==> config.mk <==
export PLATFORM = sky130hd
export DESIGN_NAME = ntt_stage_scheduler
export DESIGN_NICKNAME = d
export VERILOG_FILES = /design/src/rtl/ntt_pkg.sv /design/src/rtl/ntt_addr_gen.sv /design/src/rtl/ntt_stage_scheduler.sv
export SDC_FILE = /design/constraint.sdc
export NUM_CORES = 1
export LEC_CHECK = 0
export BUFFER_PORTS_ARGS = -buffer_cell sky130_fd_sc_hd__buf_2
export CORE_MARGIN = 2
export CORE_UTILIZATION = 60
export DETAILED_ROUTE_END_ITERATION = 7
export PLACE_DENSITY_LB_ADDON = 0.08
export SLEW_MARGIN = 20
export SYNTH_ARGS = -nofsm -noshare
export SYNTH_HDL_FRONTEND = slang
export SYNTH_SLANG_ARGS = --single-unit
export TNS_END_PERCENT = 100
==> constraint.sdc <==
create_clock -name clk -period 8.81 [get_ports clk]
set_input_delay 1.3215 -clock clk [delete_from_list [all_inputs] [get_ports clk]]
set_output_delay 1.3215 -clock clk [all_outputs]
set_load 0.01 [all_outputs]
==> src/rtl/ntt_pkg.sv <==
// ntt_pkg
//   Shared definitions for the NTT datapath: the scheduler state encoding,
//   default transform geometry and a helper that sizes the stage index.
//   Imported by ntt_addr_gen, ntt_stage_scheduler and the butterfly/top.
package ntt_pkg;

  localparam int NTT_N      = 256;
  localparam int NTT_LOGN   = 8;
  localparam int NTT_ADDR_W = 8;
  localparam int NTT_RD_LAT = 1;

  typedef enum logic [1:0] {
    IDLE  = 2'd0,
    RUN   = 2'd1,
    DRAIN = 2'd2,
    DONE  = 2'd3
  } ntt_state_e;

  // Width of the stage index: clog2(LOGN), but never narrower than one bit.
  function automatic int stage_width(input int logn);
    return (logn > 1) ? $clog2(logn) : 1;
  endfunction

endpackage

==> src/rtl/ntt_addr_gen.sv <==
// ntt_addr_gen
//   Combinational address generator for one radix-2 butterfly.
//   Maps (bf_cnt, stage) to the two operand addresses and the twiddle index.
// Ports
//   bf_cnt       in   ADDR_W-1  butterfly number within the stage (0..N/2-1)
//   stage        in   SW        current stage (0..LOGN-1)
//   addr_a       out  ADDR_W    upper-wing address
//   addr_b       out  ADDR_W    lower-wing address (addr_a + span)
//   twiddle_idx  out  ADDR_W-1  twiddle ROM index
module ntt_addr_gen
  import ntt_pkg::*;
#(
  parameter int N      = NTT_N,
  parameter int LOGN   = NTT_LOGN,
  parameter int ADDR_W = NTT_ADDR_W,
  localparam int SW    = stage_width(LOGN)
) (
  input  logic [ADDR_W-2:0] bf_cnt,
  input  logic [SW-1:0]     stage,
  output logic [ADDR_W-1:0] addr_a,
  output logic [ADDR_W-1:0] addr_b,
  output logic [ADDR_W-2:0] twiddle_idx
);

  logic [ADDR_W-1:0] bf_ext;
  logic [ADDR_W-1:0] span;
  logic [ADDR_W-1:0] mask;
  logic [ADDR_W-1:0] hi;

  // The butterfly count splits into a group number (upper bits) and an
  // offset inside the group (lower bits, below span). The group number is
  // moved up one bit to skip over the lower wing of each group, the offset
  // stays in place, and the lower wing sits exactly span words further on.
  // The twiddle exponent is the in-group offset scaled by 2^stage.
  always_comb begin
    bf_ext      = {1'b0, bf_cnt};
    span        = ADDR_W'(N >> (int'(stage) + 1));
    mask        = span - ADDR_W'(1);
    hi          = (bf_ext >> (LOGN - 1 - int'(stage))) << (LOGN - int'(stage));
    addr_a      = hi | (bf_ext & mask);
    addr_b      = addr_a + span;
    twiddle_idx = (bf_cnt & mask[ADDR_W-2:0]) << stage;
  end

endmodule

==> src/rtl/ntt_stage_scheduler.sv <==
// ntt_stage_scheduler
//   Sequences one in-place radix-2 NTT over an N-word coefficient RAM with a
//   single butterfly unit: LOGN stages of N/2 butterflies, one per cycle,
//   with RD_LAT bubble cycles after each stage so the last write-back of a
//   stage lands before the first read of the next one.
// Ports
//   clk, rst          clock, asynchronous active-high reset
//   start             one-cycle transform request, dropped while busy
//   busy              high from the cycle after start acceptance until done
//   done              one-cycle pulse after the final write-back
//   stage             current stage index
//   rd_en             read strobe for both RAM ports
//   rd_addr_a/b       upper/lower-wing read addresses
//   twiddle_idx       twiddle ROM index, valid with rd_en
//   bf_enable         butterfly enable, aligned with RAM read data
//   wr_en             write strobe for both RAM ports
//   wr_addr_a/b       write-back addresses, rd addresses delayed RD_LAT cycles
module ntt_stage_scheduler
  import ntt_pkg::*;
#(
  parameter int N      = NTT_N,
  parameter int LOGN   = NTT_LOGN,
  parameter int ADDR_W = NTT_ADDR_W,
  parameter int RD_LAT = NTT_RD_LAT,
  localparam int SW    = stage_width(LOGN)
) (
  input  logic              clk,
  input  logic              rst,
  input  logic              start,
  output logic              busy,
  output logic              done,
  output logic [SW-1:0]     stage,
  output logic              rd_en,
  output logic [ADDR_W-1:0] rd_addr_a,
  output logic [ADDR_W-1:0] rd_addr_b,
  output logic [ADDR_W-2:0] twiddle_idx,
  output logic              bf_enable,
  output logic              wr_en,
  output logic [ADDR_W-1:0] wr_addr_a,
  output logic [ADDR_W-1:0] wr_addr_b
);

  ntt_state_e        state;
  logic [ADDR_W-2:0] bf_cnt;
  logic [1:0]        drain_cnt;

  logic [ADDR_W-1:0] gen_addr_a;
  logic [ADDR_W-1:0] gen_addr_b;
  logic [ADDR_W-2:0] gen_twiddle;

  logic [ADDR_W-1:0] sr_a [RD_LAT];
  logic [ADDR_W-1:0] sr_b [RD_LAT];
  logic [RD_LAT-1:0] sr_en;

  ntt_addr_gen #(
    .N      (N),
    .LOGN   (LOGN),
    .ADDR_W (ADDR_W)
  ) u_addr_gen (
    .bf_cnt      (bf_cnt),
    .stage       (stage),
    .addr_a      (gen_addr_a),
    .addr_b      (gen_addr_b),
    .twiddle_idx (gen_twiddle)
  );

  // Read-side addresses are only meaningful while reading; holding them at
  // zero otherwise keeps the RAM/ROM inputs quiet and the write pipe clean.
  assign rd_addr_a   = rd_en ? gen_addr_a  : '0;
  assign rd_addr_b   = rd_en ? gen_addr_b  : '0;
  assign twiddle_idx = rd_en ? gen_twiddle : '0;

  // Main sequencer. busy, done and rd_en are registered alongside the state
  // so they change exactly with it. RUN walks bf_cnt through one stage and
  // wraps it to zero on the last butterfly; DRAIN idles the read port for
  // RD_LAT cycles, then either opens the next stage or finishes. A start
  // arriving anywhere but IDLE (including the DONE cycle) is simply ignored.
  always_ff @(posedge clk or posedge rst) begin
    if (rst) begin
      state     <= IDLE;
      bf_cnt    <= '0;
      stage     <= '0;
      drain_cnt <= '0;
      busy      <= 1'b0;
      done      <= 1'b0;
      rd_en     <= 1'b0;
    end else begin
      case (state)
        IDLE: begin
          if (start) begin
            state  <= RUN;
            bf_cnt <= '0;
            stage  <= '0;
            busy   <= 1'b1;
            rd_en  <= 1'b1;
          end
        end
        RUN: begin
          if (bf_cnt == '1) begin
            state     <= DRAIN;
            bf_cnt    <= '0;
            drain_cnt <= '0;
            rd_en     <= 1'b0;
          end else begin
            bf_cnt <= bf_cnt + 1'b1;
          end
        end
        DRAIN: begin
          if (drain_cnt == 2'(RD_LAT - 1)) begin
            if (stage == SW'(LOGN - 1)) begin
              state <= DONE;
              done  <= 1'b1;
            end else begin
              state <= RUN;
              stage <= stage + 1'b1;
              rd_en <= 1'b1;
            end
          end else begin
            drain_cnt <= drain_cnt + 1'b1;
          end
        end
        DONE: begin
          state <= IDLE;
          stage <= '0;
          busy  <= 1'b0;
          done  <= 1'b0;
        end
        default: begin
          state <= IDLE;
        end
      endcase
    end
  end

  // Write-back pipe: the read addresses and strobe are delayed by the RAM
  // read latency so the butterfly results are written back to exactly the
  // words they were read from. Reset empties the pipe, so an aborted
  // transform issues no further writes.
  always_ff @(posedge clk or posedge rst) begin
    if (rst) begin
      for (int i = 0; i < RD_LAT; i++) begin
        sr_a[i] <= '0;
        sr_b[i] <= '0;
      end
      sr_en <= '0;
    end else begin
      sr_a[0]  <= rd_addr_a;
      sr_b[0]  <= rd_addr_b;
      sr_en[0] <= rd_en;
      for (int i = 1; i < RD_LAT; i++) begin
        sr_a[i]  <= sr_a[i-1];
        sr_b[i]  <= sr_b[i-1];
        sr_en[i] <= sr_en[i-1];
      end
    end
  end

  assign wr_en     = sr_en[RD_LAT-1];
  assign wr_addr_a = sr_a[RD_LAT-1];
  assign wr_addr_b = sr_b[RD_LAT-1];
  assign bf_enable = wr_en;

endmodule
# ---- After elaboration in Yosys (flattened, before gate mapping)
# Index checks and enable logic that the tools add are counted.
dict set report classes {
  reduce_logical 15
  muxes 27
  shifts 4
  bitwise 3
  n_eq_ne 11
  add_sub_neg 8
}
# cell count
set op_table {}
lappend op_table {{$shl 8x32->8} 1}
lappend op_table {{$shr 7x32->8} 1}
lappend op_table {{$shr 9x32->8 const A} 1}
lappend op_table {{$mux 7} 3}
lappend op_table {{$mux 8} 2}
lappend op_table {{$pmux 7 s2} 1}
lappend op_table {{$mux 2} 6}
lappend op_table {{$ne 2x2->1 const B} 6}
lappend op_table {{$mux 3} 3}
lappend op_table {{$pmux 3 s3} 1}
lappend op_table {{$reduce_and 3->1} 3}
lappend op_table {{$add 8x8->8} 1}
lappend op_table {{$and 7x8->8} 1}
lappend op_table {{$or 8x8->8} 1}
lappend op_table {{$pmux 2 s4} 1}
lappend op_table {{$reduce_bool 2->1} 4}
lappend op_table {{$sub 8x1->8 const B} 1}
lappend op_table {{$add 7x1->7 const B} 1}
lappend op_table {{$and 7x7->7} 1}
lappend op_table {{$eq 7x7->1 const B} 1}
lappend op_table {{$shl 7x3->7} 1}
lappend op_table {{$mux 1} 6}
lappend op_table {{$reduce_bool 3->1} 2}
lappend op_table {{$reduce_and 5->1} 1}
lappend op_table {{14 further kinds} 18}
dict set report totals {
  register_bits 34
  wordCells 78
  output_inout_bits 47
  input_bits 3
}

# ---- Logic depth before layout (Yosys ltp)
# Gate-level depths: netlist (run 1).
dict set report logic_depth {
  depth_word 7
  depth_mapped 16
  depth_no_buf 15
}

# ---- Cells and area by module
# From an unflattened synthesis (run 1), not the netlist that was laid out.
dict set report unflattened {
  cells_unflattened 317
  area_unflattened_um2 2815.2
}
# module area_per_inst_um2 n_inst seq_area_each_um2 cells_each
set modules_own_cells {}
lappend modules_own_cells {ntt_stage_scheduler 1542.7 1 850.8 137}
lappend modules_own_cells {ntt_addr_gen 1272.5 1 0.0 180}

# ---- Worst setup path after synthesis (run 1)
# No wires, ideal clock.
dict set report synth_timing {
  path_type {register to output}
  startpoint {register stage[2]}
  endpoint {output rd_addr_b[6]}
  slack_ps 3979
  stages_incl_launch_ff 17
  arrival_ps 3509
  t_required_ps 7488
  path_buffers 2
  path_cell_list {dfrtp_1 buf_6 clkbuf_1 inv_1 ha_1 or2_2 nor2_1 a21o_1 ha_1 inv_1 fa_1 nor2b_1 o21ai_0 a21boi_0 o21ai_0 nor3b_1 nor3_1}
}
dict set report synth_between {
  elab_chain_cells 7
  elab_cells_between_ends 11
  cone_classes {5 x add/sub; 3 x shift; 1 x mux; 2 x bitwise}
}
# element line_no
set synth_lines {}
lappend synth_lines {{start, declared} ntt_stage_scheduler.sv:32} ;# output logic [SW-1:0] stage,
lappend synth_lines {{start signal, assigned} ntt_stage_scheduler.sv:115} ;# stage <= stage + 1'b1;
lappend synth_lines {{$add 3x1->4} ntt_addr_gen.sv:37} ;# span = ADDR_W'(N >> (int'(stage) + 1));
lappend synth_lines {{$shr 9x32->8} ntt_addr_gen.sv:37}
lappend synth_lines {{$sub 8x1->8} ntt_addr_gen.sv:38} ;# mask = span - ADDR_W'(1);
lappend synth_lines {{$and 7x8->8} ntt_addr_gen.sv:40} ;# addr_a = hi | (bf_ext & mask);
lappend synth_lines {{$or 8x8->8} ntt_addr_gen.sv:40}
lappend synth_lines {{$add 8x8->8 (*)} ntt_addr_gen.sv:41} ;# addr_b = addr_a + span;
lappend synth_lines {{$mux 8 (*)} ntt_stage_scheduler.sv:70} ;# assign rd_addr_b = rd_en ? gen_addr_b : '0;
lappend synth_lines {{end, declared} ntt_stage_scheduler.sv:35} ;# output logic [ADDR_W-1:0] rd_addr_b,
# Every way passes the cells marked *; elsewhere a longest branch is shown, timed or not.

# ---- Worst setup path in the final report (run 1)
dict set report layout_timing {
  startpoint {register stage[0]}
  endpoint {output rd_addr_b[6]}
}
# The elaborated chain is that of the path after synthesis.

==> results of run 1 <==
-- sequential cells by signal (all words and copies together) (netlist names) --
name and flops:
bf_cnt 7, bf_enable 1, busy 1, done 1
drain_cnt 2, rd_en 1, stage 3, state 2
wr_addr_a 8, wr_addr_b 8
-- layout by cell type (no fill, tap or decap), types with 2 or more instances in the layout --
cell / Yosys / layout
sky130_fd_sc_hd__inv_1: 15 / 15
sky130_fd_sc_hd__nor2_1: 29 / 29
sky130_fd_sc_hd__a22oi_1: 2 / 2
sky130_fd_sc_hd__mux2_2: 5 / 5
sky130_fd_sc_hd__dfrtp_1: 34 / 34
sky130_fd_sc_hd__nand2_1: 37 / 37
sky130_fd_sc_hd__mux2i_1: 6 / 6
sky130_fd_sc_hd__o211ai_1: 4 / 4
sky130_fd_sc_hd__o32ai_1: 2 / 2
sky130_fd_sc_hd__buf_4: 2 / 2
sky130_fd_sc_hd__xnor2_1: 3 / 3
sky130_fd_sc_hd__ha_1: 17 / 17
sky130_fd_sc_hd__nor3_1: 10 / 10
sky130_fd_sc_hd__a21boi_0: 2 / 2
sky130_fd_sc_hd__a211oi_1: 2 / 2
sky130_fd_sc_hd__a21oi_1: 16 / 16
sky130_fd_sc_hd__clkbuf_8: 3 / 6
sky130_fd_sc_hd__buf_2: 0 / 49
sky130_fd_sc_hd__nand2b_1: 3 / 3
sky130_fd_sc_hd__a221oi_1: 3 / 3
sky130_fd_sc_hd__nand3_1: 8 / 8
sky130_fd_sc_hd__nor3b_1: 3 / 3
sky130_fd_sc_hd__or2_2: 2 / 2
sky130_fd_sc_hd__o21bai_1: 2 / 2
sky130_fd_sc_hd__a31oi_1: 2 / 2
sky130_fd_sc_hd__o21ai_0: 20 / 20
sky130_fd_sc_hd__o22ai_1: 3 / 3
sky130_fd_sc_hd__a21o_1: 2 / 2
sky130_fd_sc_hd__xor2_1: 3 / 3
sky130_fd_sc_hd__a221oi_2: 2 / 2
sky130_fd_sc_hd__and2_1: 11 / 11
sky130_fd_sc_hd__nor2b_1: 6 / 6
sky130_fd_sc_hd__o21a_1: 3 / 3
sky130_fd_sc_hd__nand3b_1: 2 / 2
sky130_fd_sc_hd__and3_1: 4 / 4
-- how the worst max path moves through the flow --
stage / slack [ns] / end / startpoint
after CTS: 2.93 / rd_addr_b[6] / stage[0]$_DFFE_PP0P_
final: 2.88 / rd_addr_b[6] / stage[0]$_DFFE_PP0P_
after detailed placement: 3.24 / rd_addr_b[6] / stage[0]$_DFFE_PP0P_
after global routing: 2.52 / rd_addr_b[6] / stage[0]$_DFFE_PP0P_
after global placement: 3.39 / rd_addr_b[6] / stage[0]$_DFFE_PP0P_
after floorplan: 3.98 / rd_addr_b[6] / stage[2]$_DFFE_PP0P_
-- power by group through the flow --
stage               combinational, W  clock (W)  sequential [W]
global route                0.000174   0.000130        0.000217
global placement            0.000149          0        0.000214
detailed placement          0.000153          0        0.000214
floorplan                   0.000133          0        0.000194
finish                      0.000153   0.000124        0.000212
CTS                         0.000153   0.000125        0.000211
-- worst min-delay path: stages (launching register included) --
cell	delay, ns
sky130_fd_sc_hd__dfrtp_1	0.35
sky130_fd_sc_hd__nand2_1	0.05
sky130_fd_sc_hd__o21ai_0	0.06
-- area by class of cell --
class / instances / area [um^2] / area share
Clock buffer: 6 / 82.58 / 0.02841
Clock inverter: 2 / 12.51 / 0.004305
Inverter: 17 / 63.81 / 0.02195
Multi-Input combinational cell: 236 / 1572 / 0.5407
Sequential cell: 34 / 850.8 / 0.2927
Tap cell: 52 / 65.06 / 0.02238
Timing Repair Buffer: 51 / 260.3 / 0.08954
-- metrics by stage --
stage	setup slack [ns]	utilization	instances	hold WS (ns)
global route	2.516	0.6769	398	0.5425
floorplan	3.979	-	308	0.5041
finish	2.879	0.6769	398	0.5071
CTS	2.927	0.6769	398	0.5099
detailed placement	3.240	0.6547	390	0.4904
global placement	3.385	0.6547	390	0.4630
-- routing by layer --
| metal | vias up | track usage | wire length [um] |
|---|---|---|---|
| li1 | 1156 | - | - |
| met1 | 1122 | 0.3432 | 2599 |
| met2 | 80 | 0.4518 | 3222 |
| met3 | 14 | 0.05051 | 345 |
| met4 | 0 | 0.08120 | 90 |
| met5 | - | 0 | 0 |
-- cells by family after synthesis --
group | synth area share
and+or+nand+nor | 0.2199
xor gates and xnor gates | 0.02844
buffers and inverters | 0.08246
AOI/OAI and AO/OA | 0.2062
DFF | 0.3223
adders and majority gates | 0.08815
muxes | 0.05261
==> flow_summary.json, run 1 <==
{
  "tritoncts.num_buffers": 5,
  "detail-route-antenna-nets": 0,
  "maxSlewHeadroom": 0.3582,
  "power.leakage_nw": 1.430,
  "power-per-cell-area_nw_per_um2": 168.1,
  "type_of_element_launching_the_critical_path": "register",
  "power_frac_comb": 0.312,
  "design.core.area_um2": 4294,
  "route.detailed.wl_per_inst_um": 15.72,
  "arrival_ns": 4.61,
  "post_synthesis_to_final_layout_area_growth_pct": 10.09,
  "drive_above_1_share": 0.2225,
  "grt_remaining_overflow": 0,
  "route.vias.total": 2372,
  "yosys_warnings": 0,
  "final.setup_skew_ns": 0.008609,
  "synth_most_common_cell": "sky130_fd_sc_hd__nand2_1",
  "r2r_endpoint": "wr_addr_b[6]$_DFF_PP0_",
  "criticalPathCategory": "reg -> out",
  "reg2reg_slack_ns": 4.57,
  "period_share": 0.6732,
  "n_antenna_cell": 0,
  "fillCellCount": 382,
  "switchingPower_w": 0.0001837,
  "status": "complete, no violations",
  "whs_endpoint": "busy$_DFFE_PP0P_",
  "fraction_of_power_consumed_by_sequential_logic": 0.433,
  "fp.dieW_um": 70.33,
  "yosys.area.top_type_share": 0.3223,
  "required_worst_endpoint_ns": 7.49,
  "cts.clk_slew.worst_paths_ns": 0.07,
  "critical_path_depth": 16,
  "synth_sequential_area_ratio": 0.3223,
  "antenna_found_initial": 0,
  "netlist_area_um2": 2640,
  "port_buffers": 49,
  "synth_area_leader_cell": "sky130_fd_sc_hd__dfrtp_1",
  "worst_path_most_repeated_cell": "sky130_fd_sc_hd__ha_1",
  "detailed_place.area_um2": 2811,
  "cts.repair.resized": 0,
  "floorplan.initialDensity": 0.6148,
  "buffers_plus_inverters_on_the_worst_setup_path": 3,
  "grt_pass1_vias": 2216,
  "critical_path.max_fanout": 30,
  "place.detailed.hpwl_mm": 4.566,
  "worstPathCellList": "inv_2 > ha_1 > ha_1 > or2_2 > nor2_1 > a21o_1 > ha_1 > inv_1 > fa_1 > nor2b_1 > o21ai_0 > a21boi_0 > o21ai_0 > nor3b_1 > nor3_1 > buf_2",
  "max-clock-path-buffers": 2,
  "max_stage_delay_ns": 0.98,
  "slew_violations": 0,
  "rsz0062_at_grt": "no",
  "post_drt_via_cell_ratio": 5.960,
  "count_of_clock_tree_sinks": 34,
  "fp.dieH_um": 70.33,
  "grt_pass1_wl_mm": 10.61,
  "clock_tree_root": "sky130_fd_sc_hd__clkbuf_8",
  "later_pin_clock_latency_in_the_skew_report_ns": 0.29,
  "std_cell_rows": 24,
  "number_of_iterations_in_the_first_detailed_routing_pass": 5,
  "synthesis.instances": 308,
  "fin_setup_tns_ns": 0,
  "synth.distinct_cells": 61,
  "timing.max_cap.violations": 0,
  "synthesis.nets": 329,
  "synth-edff-count": 0,
  "globalplace.congestion": 0.9091,
  "die_area_um2": 4946,
  "final_cell_area_excluding_filler_cells_um2": 2907,
  "synth-main-ff-cell": "sky130_fd_sc_hd__dfrtp_1",
  "vdd.ir_drop.worst_mv": 0.1462,
  "endpoint_kind": "output port",
  "critPathTopFamily": "adder cells",
  "tightestPinTransition_ns": 0.9627,
  "timing.reg2reg.worst_path_depth": 15,
  "worst_min_path_class": "reg -> reg",
  "total_power_w": 0.0004887,
  "internal-power_w": 0.0003050,
  "postSynth.asyncResetShare": 1.000,
  "worst_hold_path.num_cells": 2,
  "layout_min_cycle_time_ns": 5.931,
  "reg2reg_from": "stage[0]$_DFFE_PP0P_",
  "clock_share_of_power": 0.254,
  "num-nets-final": 366,
  "wirelength_mm": 6.257,
  "cts_hold_repair.buffers": 0,
  "ioPinCount": 50,
  "htreeDepth": 2,
  "synth.avg_cell_area_um2": 8.572,
  "power.share.switching": 0.3758,
  "synth-seq-cells": 34,
  "synth_top_cells_by_count": "sky130_fd_sc_hd__nand2_1 (37), sky130_fd_sc_hd__dfrtp_1 (34), sky130_fd_sc_hd__nor2_1 (29), sky130_fd_sc_hd__o21ai_0 (20), sky130_fd_sc_hd__ha_1 (17)",
  "maximum_number_of_pins_on_one_net_before_global_route_repair": 35,
  "gr-usage-all-layers": 0.2663,
  "critical_path.slowest_cell": "sky130_fd_sc_hd__dfrtp_1",
  "drt_iter0_markers": 181,
  "setup_violations": 0,
  "worstHoldStart": "busy$_DFFE_PP0P_",
  "report.final.hold_viol_count": 0,
  "post-cts-setup-buffer-count": 0,
  "clock_tree_from_tritoncts": "yes",
  "synth.top_cells.by_area": "sky130_fd_sc_hd__dfrtp_1 (32%), sky130_fd_sc_hd__ha_1 (8.1%), sky130_fd_sc_hd__nand2_1 (5.3%)",
  "timing.fmax_mhz": 168.6,
  "drc": 0
}
Power figures use the tool's default switching activity.
==> run 2: changes to the inputs <==
- CORE_UTILIZATION: 60 -> 51
- clock period: 8.81 -> 4.89 ns (I/O delays scaled with it)
==> run 2 against run 1 <==
  * Sequential power is 76% higher
  * Setup slack got worse by 2.6 ns
  * Cell area up 2.9%
  * Hold slack got worse by 0.012 ns
  * Cell count increased by 5.8%
  * Critical path type unchanged
  * Sequential cell count stayed put
  * Critical endpoint is now rd_addr_b[7]
  * Highest routed layer unchanged
  * Clock power increased by 110%
  * Sequential share of layout area fell by 0.74 points
  * Count of clock-buffer cells in the layout fell by 1
  * Largest cell class unchanged
  * Clock skew decreased by 0.0038 ns
==> flow_summary.json, run 2 (synthesized netlist as in run 1, its figures left out) <==
{
  "status": "complete, no violations",
  "fp.dieH_um": 75.95,
  "rsz0062_at_grt": "no",
  "arrival_ns": 3.88,
  "endpoint_kind": "output port",
  "detailed_place.area_um2": 2872,
  "timing.max_cap.violations": 0,
  "std_cell_rows": 26,
  "cts_hold_repair.buffers": 0,
  "grt_remaining_overflow": 0,
  "gr-usage-all-layers": 0.2476,
  "post-cts-setup-buffer-count": 0,
  "mostFrequentLayoutCells": "sky130_fd_sc_hd__buf_2 (49), sky130_fd_sc_hd__nand2_1 (37), sky130_fd_sc_hd__dfrtp_1 (32)",
  "place.detailed.hpwl_mm": 5.014,
  "drt_iter0_markers": 268,
  "period_share": 0.9425,
  "criticalPathCategory": "reg -> out",
  "htreeDepth": 2,
  "port_buffers": 49,
  "number_of_iterations_in_the_first_detailed_routing_pass": 5,
  "cts.repair.resized": 0,
  "type_of_element_launching_the_critical_path": "register",
  "setup_violations": 0,
  "route.detailed.wl_per_inst_um": 16.14,
  "grt_pass1_vias": 2235,
  "grt_pass1_wl_mm": 11.71,
  "critical_path.slowest_cell": "sky130_fd_sc_hd__dfrtp_2",
  "worst_min_path_class": "reg -> reg",
  "post_drt_via_cell_ratio": 5.767,
  "final_cell_area_excluding_filler_cells_um2": 2990,
  "fin_setup_tns_ns": 0,
  "route.vias.total": 2428,
  "n_antenna_cell": 0,
  "power.leakage_nw": 1.458,
  "buffers_plus_inverters_on_the_worst_setup_path": 1,
  "max_stage_delay_ns": 0.52,
  "power-per-cell-area_nw_per_um2": 315.3,
  "timing.fmax_mhz": 217.0,
  "clock_tree_from_tritoncts": "yes",
  "count_of_clock_tree_sinks": 34,
  "ioPinCount": 50,
  "wirelength_mm": 6.795,
  "clock_tree_root": "sky130_fd_sc_hd__clkbuf_8",
  "drc": 0,
  "design.core.area_um2": 5042,
  "final.setup_skew_ns": 0.004778,
  "maximum_number_of_pins_on_one_net_before_global_route_repair": 35,
  "globalplace.congestion": 1.005,
  "critPathTopFamily": "compound AO/OA/AOI/OAI gates",
  "cts.clk_slew.worst_paths_ns": 0.08,
  "fillCellCount": 483,
  "worstPathCellList": "or2b_2 > o32a_2 > a21oi_1 > mux2i_1 > o21ai_0 > ha_1 > nand3_1 > o211ai_1 > o41ai_1 > xnor3_1 > nor2_1 > buf_2",
  "post_synthesis_to_final_layout_area_growth_pct": 13.27,
  "layout_min_cycle_time_ns": 4.609,
  "maxSlewHeadroom": 0.5281,
  "die_area_um2": 5768,
  "total_power_w": 0.0009430,
  "critical_path.max_fanout": 18,
  "commonest_non_fill_non_tap_cell_in_the_layout": "sky130_fd_sc_hd__buf_2",
  "slew_violations": 0,
  "antenna_found_initial": 0,
  "max-clock-path-buffers": 2,
  "drive_above_1_share": 0.2393,
  "reg2reg_slack_ns": 1.38,
  "floorplan.initialDensity": 0.5236,
  "tritoncts.num_buffers": 5,
  "num-nets-final": 371,
  "fp.dieW_um": 75.95,
  "report.final.hold_viol_count": 0,
  "required_worst_endpoint_ns": 4.16,
  "tightestPinTransition_ns": 0.7078,
  "vdd.ir_drop.worst_mv": 0.1819,
  "detail-route-antenna-nets": 0,
  "later_pin_clock_latency_in_the_skew_report_ns": 0.29
}
run 2: through the flow:
stage	util	hold slack [ns]	setup WS (ns)	instances
after floorplan	-	0.5041	0.6473	308
after global placement	0.5695	0.4669	0.5725	413
after detailed placement	0.5695	0.4840	0.5049	413
after CTS	0.5921	0.5030	0.1659	421
after global routing	0.5931	0.5636	0.04732	421
final	0.5931	0.4954	0.2812	421
run 2: cell type report:
type / count / area (um^2) / area share
Inverter: 17 / 66.31 / 0.02218
Tap cell: 70 / 87.58 / 0.02929
Clock buffer: 5 / 68.82 / 0.02301
Sequential cell: 34 / 853.3 / 0.2854
Timing Repair Buffer: 56 / 297.8 / 0.09958
Clock inverter: 3 / 45.04 / 0.01506
Multi-Input combinational cell: 236 / 1572 / 0.5255
run 2: worst min-delay path: stages, from the launching register on:
cell and delay [ns]:
sky130_fd_sc_hd__dfrtp_1 0.35, sky130_fd_sc_hd__nand2_1 0.05, sky130_fd_sc_hd__o21ai_0 0.06
run 2: path summary, 6_finish.rpt:
check                                          start                     end  cells past startpoint
max in group asynchronous                        rst    stage[2]$_DFFE_PP0P_                      3
min in group asynchronous                        rst     bf_enable$_DFF_PP0_                      3
worst max-delay path            stage[2]$_DFFE_PP0P_            rd_addr_b[7]                     12
worst max register to register  stage[2]$_DFFE_PP0P_  wr_addr_b[7]$_DFF_PP0_                     11
worst min register to register      busy$_DFFE_PP0P_        busy$_DFFE_PP0P_                      2
worst min-delay path                busy$_DFFE_PP0P_        busy$_DFFE_PP0P_                      2
run 2: where the power goes:
part	switching, W	internal (W)	total (W)
Combinational	0.000177	0.000126	0.000303
Clock	0.000114	0.000152	0.000266
Sequential	0.0000579	0.000317	0.000374
run 2: metal layers:
layer,GRT usage,part of all wire,vias up
li1,-,-,1158
met1,0.3645,0.45,1152
met2,0.3750,0.45,103
met3,0.04643,0.075,15
met4,0.06727,0.015,0
met5,0,0,-
==> run 3: changes to the inputs <==
- CELL_PAD_IN_SITES_DETAIL_PLACEMENT: default -> 0
- CELL_PAD_IN_SITES_GLOBAL_PLACEMENT: default -> 1
- CORE_UTILIZATION: 51 -> 38
==> run 3 against run 2 <==
  * Via count shrank 2.8%
  * Critical endpoint unchanged
  * Global-route usage shrank 5.7 points
  * Count of clock-buffer cells in the layout did not move
  * Non-clock buffer count rose by 2
  * Cell count is 2.9% higher
  * Maximum frequency grew 1.7%
  * Die area rose by 32%
  * Power increased by 4.7%
  * Hold slack better by 0.0016 ns
  * Clock skew rose by 0.0066 ns
  * Critical path depth increased by 2
  * Combinational power fell by 2%
==> flow_summary.json, run 3 (synthesized netlist as in run 1, its figures left out) <==
{
  "fin_setup_tns_ns": 0,
  "htreeDepth": 2,
  "post_synthesis_to_final_layout_area_growth_pct": 15.40,
  "detail-route-antenna-nets": 0,
  "n_antenna_cell": 0,
  "drive_above_1_share": 0.2521,
  "multi_input_comb_area_um2": 1575,
  "num-nets-final": 373,
  "std_cell_rows": 30,
  "grt_remaining_overflow": 0,
  "fin_hold_ws_ns": 0.4970,
  "clock_tree_root": "sky130_fd_sc_hd__clkbuf_8",
  "floorplan.initialDensity": 0.3907,
  "seq_area_um2": 854.6,
  "endpoint_kind": "output port",
  "gr-usage-all-layers": 0.1901,
  "fp.dieH_um": 87.35,
  "timing.max_cap.violations": 0,
  "fp.dieW_um": 87.35,
  "r2r_endpoint": "wr_addr_b[7]$_DFF_PP0_",
  "layout_min_cycle_time_ns": 4.532,
  "worstHoldStart": "busy$_DFFE_PP0P_",
  "period_share": 0.9267,
  "die_area_um2": 7630,
  "arrival_ns": 3.80,
  "number_of_iterations_in_the_first_detailed_routing_pass": 4,
  "status": "complete, no violations",
  "place.detailed.hpwl_mm": 5.212,
  "timing.reg2reg.worst_path_depth": 13,
  "wirelength_mm": 6.977,
  "post_drt_via_cell_ratio": 5.453,
  "route.vias.total": 2361,
  "criticalPathCategory": "reg -> out",
  "mostFrequentLayoutCells": "sky130_fd_sc_hd__buf_2 (49), sky130_fd_sc_hd__nand2_1 (37), sky130_fd_sc_hd__dfrtp_1 (31)",
  "power.leakage_nw": 1.485,
  "vdd.ir_drop.worst_mv": 0.1988,
  "max-clock-path-buffers": 2,
  "later_pin_clock_latency_in_the_skew_report_ns": 0.30,
  "worst_setup_startpoint": "stage[0]$_DFFE_PP0P_",
  "maxSlewHeadroom": 0.5343,
  "globalplace.congestion": 0.8435,
  "ioPinCount": 50,
  "design.core.area_um2": 6756,
  "tritoncts.num_buffers": 5,
  "type_of_element_launching_the_critical_path": "register",
  "power-per-cell-area_nw_per_um2": 324.0,
  "route.detailed.wl_per_inst_um": 16.11,
  "tightestPinTransition_ns": 0.6986,
  "maximum_number_of_pins_on_one_net_before_global_route_repair": 35,
  "report.final.hold_viol_count": 0,
  "setup_violations": 0,
  "final.setup_skew_ns": 0.01133,
  "slew_violations": 0,
  "critical_path.max_fanout": 11,
  "count_of_clock_tree_sinks": 34,
  "clock_tree_from_tritoncts": "yes",
  "grt_pass1_vias": 2188,
  "reg2reg_slack_ns": 1.46,
  "antenna_found_initial": 0,
  "drc": 0,
  "worst_min_path_class": "reg -> reg",
  "port_buffers": 49,
  "crit_end": "rd_addr_b[7]",
  "grt_pass1_wl_mm": 11.32,
  "reg2reg_from": "stage[0]$_DFFE_PP0P_",
  "required_worst_endpoint_ns": 4.16,
  "commonest_non_fill_non_tap_cell_in_the_layout": "sky130_fd_sc_hd__buf_2",
  "fillCellCount": 708,
  "cts.clk_slew.worst_paths_ns": 0.08,
  "drt_iter0_markers": 143,
  "rsz0062_at_grt": "no",
  "timing.fmax_mhz": 220.7
}
run 3: cell count changes in the layout (fill, tap and decap cells not counted):
| cell | delta |
|---|---|
| sky130_fd_sc_hd__clkinv_4 | +1 |
| sky130_fd_sc_hd__inv_2 | +1 |
| sky130_fd_sc_hd__clkinvlp_4 | -2 |
| sky130_fd_sc_hd__a21oi_1 | -1 |
| sky130_fd_sc_hd__dfrtp_1 | -1 |
| sky130_fd_sc_hd__a21oi_2 | +1 |
| sky130_fd_sc_hd__bufinv_16 | +1 |
| sky130_fd_sc_hd__buf_4 | +2 |
| sky130_fd_sc_hd__inv_1 | -1 |
| sky130_fd_sc_hd__dfrtp_2 | +1 |
run 3: per-layer routing:
layer,track usage,share of wire,vias to the layer above
met3,0.03412,0.038,6
met1,0.2462,0.45,1138
met5,0,0,-
met4,0.04476,0.0082,0
met2,0.3278,0.50,50
li1,-,-,1167
run 3: worst max-delay path: stages (launching register included):
cell,delay [ns]
sky130_fd_sc_hd__dfrtp_2,0.45
sky130_fd_sc_hd__buf_4,0.18
sky130_fd_sc_hd__buf_4,0.18
sky130_fd_sc_hd__mux2i_1,0.14
sky130_fd_sc_hd__o2bb2ai_1,0.23
sky130_fd_sc_hd__a2bb2oi_1,0.37
sky130_fd_sc_hd__mux2i_1,0.13
sky130_fd_sc_hd__o21ai_0,0.27
sky130_fd_sc_hd__ha_1,0.34
sky130_fd_sc_hd__nand3_1,0.11
sky130_fd_sc_hd__o211ai_1,0.12
sky130_fd_sc_hd__o41ai_1,0.40
sky130_fd_sc_hd__xnor3_1,0.28
sky130_fd_sc_hd__nor2_1,0.14
sky130_fd_sc_hd__buf_2,0.16
run 3: through the flow:
step	total power, W	util	cell area (um^2)	std cells	worst slack [ns]
after detailed placement	0.0006740	0.4280	2892	424	0.5693
after global placement	0.0006796	0.4280	2892	424	0.6046
after floorplan	0.0005893	-	2640	308	0.6473
final	0.0009871	0.4509	3047	433	0.3582
after CTS	0.0009956	0.4483	3029	432	0.2266
after global routing	0.001049	0.4509	3047	433	0.03562
run 3: worst min-delay path by stage:
stage,slack (ns),endpoint,depth (start not counted)
finish,0.50,busy$_DFFE_PP0P_,2
global route,0.54,busy$_DFFE_PP0P_,2
CTS,0.50,busy$_DFFE_PP0P_,2
detailed placement,0.48,busy$_DFFE_PP0P_,2
global placement,0.46,busy$_DFFE_PP0P_,2
floorplan,0.50,bf_cnt[0]$_DFFE_PP0P_,1
run 3: cell type report:
cell class                 count  area share
clock buffer                   5     0.02259
clock inverter                 3     0.02259
inverter                      17     0.02177
multi-input combinational    236      0.5170
sequential                    34      0.2805
tap                           80     0.03285
timing repair buffer          58      0.1027
run 3: what timing repair did:
action / 4_1_cts / 5_1_grt
setup endpoints to repair: 0 / 2
gates resized for setup: 0 / 7
hold buffers: 0 / 0
buffers inserted: 0 / 1
run 3: power by group:
part / switching [W] / total [W] / internal, W
sequential: 0.0000553 / 0.000372 / 0.000317
clock: 0.000115 / 0.000320 / 0.000204
combinational: 0.000170 / 0.000296 / 0.000126
